`src/rtl/debug_trace_buffer.sv`:
```
`default_nettype none
// ============================================================================
// debug_trace_buffer: PC-triggered circular capture of CPU debug records,
// drained oldest-first as 32-bit words over a valid/ready port.  Rev 1.0
// ============================================================================
module debug_trace_buffer #(
  parameter int DEPTH     = 16,
  parameter int AW        = 4,
  parameter int POST_TRIG = 8
) (
  input  logic          clk,
  input  logic          reset,
  input  logic [31:0]   pc_in,
  input  logic [31:0]   instr_in,
  input  logic [31:0]   alu_in,
  input  logic [31:0]   mem_in,
  input  logic          arm,
  input  logic          trig_en,
  input  logic [31:0]   trig_pc,
  output logic          rd_valid,
  input  logic          rd_ready,
  output logic [31:0]   rd_data,
  output logic          rd_last,
  output logic [1:0]    state_o,
  output logic [AW:0]   count_o,
  output logic          overflow
);

  localparam logic [AW:0]   FULL = (AW+1)'(DEPTH);
  localparam logic [AW-1:0] PT   = AW'(POST_TRIG);

  typedef enum logic [1:0] {
    IDLE = 2'd0,
    PRE  = 2'd1,
    POST = 2'd2,
    DUMP = 2'd3
  } state_t;

  state_t         state;
  logic [127:0]   mem [DEPTH];
  logic [AW-1:0]  wp;
  logic [AW-1:0]  rp;
  logic [AW:0]    count;
  logic [AW:0]    count_inc;
  logic [AW-1:0]  post_cnt;
  logic [1:0]     word;
  logic [127:0]   rec;
  logic           wr;
  logic           hit;
  logic           to_dump;
  logic           xfer;

  assign wr        = (state == PRE || state == POST) && !arm;
  assign hit       = (state == PRE) && trig_en && (pc_in == trig_pc);
  assign to_dump   = wr && ((hit && POST_TRIG == 0) ||
                            (state == POST && post_cnt == AW'(1)));
  assign count_inc = (count == FULL) ? count : count + (AW+1)'(1);
  assign xfer      = rd_valid && rd_ready;

  always_ff @(posedge clk) begin
    if (wr) mem[wp] <= {pc_in, instr_in, alu_in, mem_in};
  end

  always_ff @(posedge clk or posedge reset) begin
    if (reset) begin
      state    <= IDLE;
      wp       <= '0;
      rp       <= '0;
      count    <= '0;
      post_cnt <= '0;
      word     <= '0;
      overflow <= 1'b0;
    end else begin
      case (state)
        IDLE: begin
          if (arm) begin
            state    <= PRE;
            count    <= '0;
            overflow <= 1'b0;
          end
        end
        PRE, POST: begin
          if (arm) begin
            state    <= PRE;
            count    <= '0;
            overflow <= 1'b0;
          end else begin
            wp    <= wp + AW'(1);
            count <= count_inc;
            if (count == FULL) overflow <= 1'b1;
            if (state == POST) post_cnt <= post_cnt - AW'(1);
            // Oldest record sits count entries behind the post-write pointer.
            if (to_dump) begin
              state <= DUMP;
              rp    <= wp + AW'(1) - count_inc[AW-1:0];
              word  <= '0;
            end else if (hit) begin
              state    <= POST;
              post_cnt <= PT;
            end
          end
        end
        DUMP: begin
          if (xfer) begin
            if (word == 2'd3) begin
              word  <= '0;
              rp    <= rp + AW'(1);
              count <= count - (AW+1)'(1);
              if (count == (AW+1)'(1)) state <= IDLE;
            end else begin
              word <= word + 2'd1;
            end
          end
        end
        default: state <= IDLE;
      endcase
    end
  end

  assign rec      = mem[rp];
  assign rd_valid = (state == DUMP);
  assign rd_last  = rd_valid && (count == (AW+1)'(1)) && (word == 2'd3);
  assign state_o  = state;
  assign count_o  = count;

  always_comb begin
    rd_data = '0;
    if (rd_valid) begin
      case (word)
        2'd0:    rd_data = rec[127:96];
        2'd1:    rd_data = rec[95:64];
        2'd2:    rd_data = rec[63:32];
        default: rd_data = rec[31:0];
      endcase
    end
  end

endmodule
`default_nettype wire

```
`config.mk`:
```
export PLATFORM = sky130hd
export DESIGN_NAME = debug_trace_buffer
export DESIGN_NICKNAME = d
export VERILOG_FILES = /design/src/rtl/debug_trace_buffer.sv
export SDC_FILE = /design/constraint.sdc
export NUM_CORES = 2
export LEC_CHECK = 0
export ABC_CLOCK_PERIOD_IN_PS = 5000
export CORE_ASPECT_RATIO = 1.25
export CORE_MARGIN = 2
export CORE_UTILIZATION = 44
export CTS_CLUSTER_SIZE = 10
export DETAILED_ROUTE_END_ITERATION = 8
export GPL_TIMING_DRIVEN = 0
export PLACE_DENSITY_LB_ADDON = 0.1
export SLEW_MARGIN = 20
export SYNTH_ARGS = -nofsm -noshare
export SYNTH_HDL_FRONTEND = slang
export SYNTH_SLANG_ARGS = --single-unit
export TNS_END_PERCENT = 5
```
`constraint.sdc`:
```
create_clock -name clk -period 5 [get_ports clk]
set_input_delay 1 -clock clk [delete_from_list [all_inputs] [get_ports clk]]
set_output_delay 1 -clock clk [all_outputs]
set_load 0.01 [all_outputs]
```
# Word level (Yosys, flattened, before mapping)
# Memories as Yosys holds them, arrays and structs flattened.
# Index checks and enable logic that the tools add are counted.
[word_totals]
ff_bits = 22
latchBits = 0
ramBits = 2048
romBits = 0
inputBits = 165
out_inout_bits = 42
mem_count = 1
[mem_list]
columns = ["name", "depth", "width", "read_ports", "rd_ports_with_merged_regs", "write_ports", "line_no", "rtl"]
rows = [
  ["mem", 16, 128, 1, 0, 1, "40", "logic [127:0] mem [DEPTH];"],
]
[op_classes]
addsub = 7
multipliers = 0
n_div = 0
n_lt_le_gt_ge = 0
n_eq_ne = 19
shift = 0
mux = 35
n_bitwise = 1
reduce_logical = 22
[op_table]
columns = ["cell", "n"]
rows = [
  ["one-hot mux 32 bit (3 select lines)", 1],
  ["equality test 32 bit", 1],
  ["2-to-1 mux 32 bit", 1],
  ["2-to-1 mux 4 bit", 7],
  ["2-to-1 mux 5 bit", 5],
  ["2-to-1 mux 2 bit", 11],
  ["one-hot mux 5 bit (3 select lines)", 1],
  ["AND reduction 5 bit", 2],
  ["adder 4 x 1 -> 4 bit (second input constant)", 2],
  ["equality test 2 bit (second input constant)", 4],
  ["logical AND 1 bit", 8],
  ["one-hot mux 4 bit (2 select lines)", 1],
  ["AND reduction 4 bit", 2],
  ["inequality test 2 x 1 -> 1 bit (second input constant)", 3],
  ["inequality test 2 bit (second input constant)", 3],
  ["inequality test 3 bit (second input constant)", 2],
  ["one-hot mux 2 bit (3 select lines)", 1],
  ["AND reduction 3 bit", 2],
  ["adder 5 x 1 -> 5 bit (second input constant)", 1],
  ["equality test 5 x 1 -> 1 bit (second input constant)", 1],
  ["equality test 5 bit (second input constant)", 1],
  ["2-to-1 mux 1 bit", 5],
  ["subtractor 5 x 1 -> 5 bit (second input constant)", 1],
  ["equality test 2 x 1 -> 1 bit (second input constant)", 2],
  ["other kinds (14)", 16],
]

# Logic depth before layout (Yosys ltp)
[logic_depth]
word_depth = 7
mapped_depth = 13
ltp_nobuf = 11

# Worst setup path before layout
# Ideal clock, no wire load.
[synth_timing]
path_type = "input to register"
start = "input port arm"
end = "memory mem[4][0], enable pin"
setup_time_ns = 0.503
arrival_ns = 4.768
required_time_ns = 4.497
setup_slack_ns = -0.271
cell_stages = 5
cell_sequence = "nor2b_1 clkbuf_1 nand2_1 nor2_1 and2_1"
[synth_between]
elab_chain_len = 4
[synth_lines]
columns = ["element", "line_no", "rtl"]
rows = [
  ["from (decl)", "17", "input logic arm,"],
  ["zero test 1 bit", "53", "assign wr = (state == PRE || state == POST) && !arm;"],
  ["logical AND 1 bit", "53", ""],
  ["2-to-1 mux 1 bit", "61", "if (wr) mem[wp] <= {pc_in, instr_in, alu_in, mem_in};"],
  ["2-to-1 mux 1 bit (not written as such)", "61", ""],
  ["to (decl)", "40", ""],
]
# Every way passes these cells.

# Worst setup path in the final report
[layout_timing]
start = "register rp[2]"
end = "output port rd_data[2]"
[layout_between]
elab_chain_len = 3
[layout_lines]
columns = ["element", "line_no", "rtl"]
rows = [
  ["from (decl)", "42", "logic [AW-1:0] rp;"],
  ["from (signal assigned)", "95", "rp <= wp + AW'(1) - count_inc[AW-1:0];"],
  ["from (signal assigned)", "107", "rp <= rp + AW'(1);"],
  ["memory (16 x 128 bit)", "n/a", ""],
  ["one-hot mux 32 bit (3 select lines)", "129", "case (word)"],
  ["2-to-1 mux 32 bit", "128", "if (rd_valid) begin"],
  ["to (decl)", "22", "output logic [31:0] rd_data,"],
]
# Every way passes these cells.

==> results.yml <==
timing:
  timing.final.crit_share_pct: 109
  rsz0062_at_grt: "yes"
  tns_ns: -7.28
  worstMarginPinSlew_ns: 1.25
  fin_worst_skew_ns: 0.0368
  slew-limit-headroom_pct: 16.8
  setup_ws_ns: -0.445
  finalHoldViolCount: 0
  slew_violations: 0
  fmax_mhz: 184
  setup_violations: 31
  fin_crit_ns: 5.45
cells_and_area:
  synthToLayoutAreaGrowth_pct: 17.8
  seq_area_mm2: 0.0621
  nets: 4566
  multi_input_area_mm2: 0.0177
  drive_above_1_share_pct: 22.4
  nFillCells: 14400
critical_path:
  crit_start: "rp[2]"
  r2r_setup_slack_ns: 0.97
  r2r_start: "state_o[0]"
  worst_setup_path_end_kind: "output port"
  path_max_fanout: 10
  critPathCapture: "rd_data[2]"
  crit_required_ns: 4.00
  crit_type: "flip-flop to output port"
  r2r_cells: 10
  startpoint_type: "flip-flop"
  critPathArrivalTime_ns: 4.45
  r2r_end: "mem[4][12]"
clock_tree:
  cts_sinks: 2070
  cts_buffer_depth: 3
  clock_latency_ns: 0.87
  clk_pin_slew_worst_paths_ns: 0.06
  htree_levels: 4
  cts_tree: "built"
  numCtsBuffers: 227
  cts_root_buf: "clkbuf_16"
floorplan:
  core_region_area_mm2: 0.182
  placementRows: 175
  die_h_um: 482
  dieWidth_um: 386
  initial_utilization_pct: 44.3
  die_area_mm2: 0.186
  io_pins: 207
synthesis:
  synth.most_common_cell: "edfxtp_1"
  synth_cells: 3862
  yosys.cell_types.count: 60
  yosys_warnings: 0
  synth_edf_count: 2048
  postSynth.asyncResetShare_pct: 1.06
  synth_common_cells: "edfxtp_1, mux2i_1, mux4_2, a22oi_1, nand3_1"
  seq_area_frac_synth_pct: 77.1
  yosys.area.top_type: "edfxtp_1"
  syn_area_mm2: 0.0805
  yosys.area.top_type_share_pct: 76.4
  syn-num-nets: 4050
  synthTopCellsByArea: "edfxtp_1, mux4_2, mux2i_1"
  syn_area_per_cell_um2: 20.8
  ys_ff_latch: 2070
  synth_flop_cell: "edfxtp_1"
power:
  p_per_area_mw_per_mm2: 556
  sw_frac_of_total_pct: 34.0
  power_frac_seq_pct: 39.4
  leakage_uw: 0.0304
  peakVddDrop_uv: 352
  comb_power_share_pct: 32.8
  power_frac_clock_pct: 27.9
  p_switching_uw: 17900
  internal_power_uw: 34700
route:
  vias: 42800
  wire_per_inst_um: 39.8
  drt_iter0_markers: 5796
  drcViolationCount: 0
  antenna_left: 0
  drt-total-wl_mm: 271
  routed_via_density: 6.29
  dr.pass1.iters: 5
placed_design:
  dp_hpwl_mm: 181
  io_buffers: 206
  place_ws_ns: -1.35
  place_congestion: 0.847
outcome:
  status: "complete, but fails checks"
  violations: "setup timing"
hold_path:
  hold_depth: 2
  hold_path.class: "flip-flop to flip-flop"
grt:
  grt_max_degree: 35
  grt_pass1_wl_mm: 368
  antenna_found_initial: 28
  grt_pass1_vias: 42300
  overflow: 0
  grt.total_usage_pct: 29.2
run:
  max-cap-violations: 0
registers in the layout, summed over array words and instances, names as in the netlist:
register  cells
mem        2048
count_o       5
wp            4
overflow      1
post_cnt      4
state_o       2
rp            4
word          2
worst min path at each step:
stage / from / end / slack [ns]
floorplan: post_cnt[3] / post_cnt[3] / 0.48
global placement: post_cnt[3] / post_cnt[3] / 0.50
detailed placement: overflow / overflow / 0.51
CTS: overflow / overflow / 0.52
global route: overflow / overflow / 0.56
finish: overflow / overflow / 0.51
metal layers:
metal / track usage, % / up-vias / wire length, um / part of all wire [%]
met5: 0 / - / 127 / 0.047
met4: 10.6 / 20 / 10200 / 3.8
met3: 5.07 / 403 / 21600 / 8.0
met2: 47.4 / 2090 / 130000 / 48
met1: 39.8 / 23200 / 109000 / 40
li1: - / 17100 / - / -
timing repair:
item	CTS	global route
setup endpoints to repair	33	32
buffers inserted	14	0
gates resized for setup	272	88
pin swaps	17	11
hold buffers	0	0
cells by family after synthesis:
group	share of synthesized area [%]
buffers and inverters	1.71
flip-flops	77.1
AND/OR/NAND/NOR	2.17
multiplexers	14.3
adder cells (fa/ha/maj)	0.367
AO/OA/AOI/OAI	3.81
XOR/XNOR	0.479
layout by cell type, fill, tap and decap left out, types with 17 or more instances in the layout:
master           instances
a211oi_1                30
a21oi_1                 53
a221oi_1                35
a22oi_1                151
a31oi_1                 19
and2_4                  17
and3_1                  19
buf_12                  35
buf_16                  45
buf_4                   42
buf_6                   67
clkbuf_1                32
clkbuf_16              232
clkbuf_2                34
clkbuf_4                26
clkdlybuf4s50_1        202
dfrtp_1                 21
edfxtp_1              2048
ha_1                    20
inv_1                   17
mux2i_1                384
mux4_2                 340
nand2_1                 81
nand3_1                 82
nand4_1                 18
nor2_1                  23
nor2b_1                 28
o21ai_0                 21
xor2_1                  28
cell type report:
class,instances,area share (%)
Timing Repair Buffer,292,4.11
Antenna cell,8,0.0211
Multi-Input combinational cell,1556,18.7
Buffer,213,2.05
Inverter,18,0.0766
Tap cell,2389,3.15
Clock buffer,250,6.20
Clock inverter,15,0.191
Sequential cell,2070,65.5
power by group through the flow:
| stage | clock (uW) | sequential [uW] | combinational, uW |
|---|---|---|---|
| 3_3_place_gp | 0 | 21500 | 15800 |
| 3_5_place_dp | 0 | 21100 | 16300 |
| 6_report | 14700 | 20700 | 17200 |
| 4_1_cts | 14800 | 20700 | 17100 |
| 5_1_grt | 15500 | 20800 | 17700 |
| 2_1_floorplan | 0 | 21200 | 8490 |
per-stage QoR:
stage                     util, %  instances  cell area (um2)  power [uW]  hold WS (ns)
after global routing         52.1       6804            94700       54000         0.556
after global placement       47.0       6457            85500       37300         0.501
after CTS                    52.0       6803            94400       52600         0.520
after detailed placement     48.1       6529            87300       37300         0.506
after floorplan                 -       3862            80500       29700         0.484
final                        52.1       6811            94700       52600         0.515
worst max-delay path, cell delays in order (launching register included):
cell and delay (ns):
dfrtp_1 0.41, buf_4 0.24, buf_6 0.25, clkbuf_8 0.29
mux4_2 0.39, a221oi_4 0.66, nand4_1 0.68, and3_4 0.46
buf_6 0.12
Power figures use the tool's default switching activity.
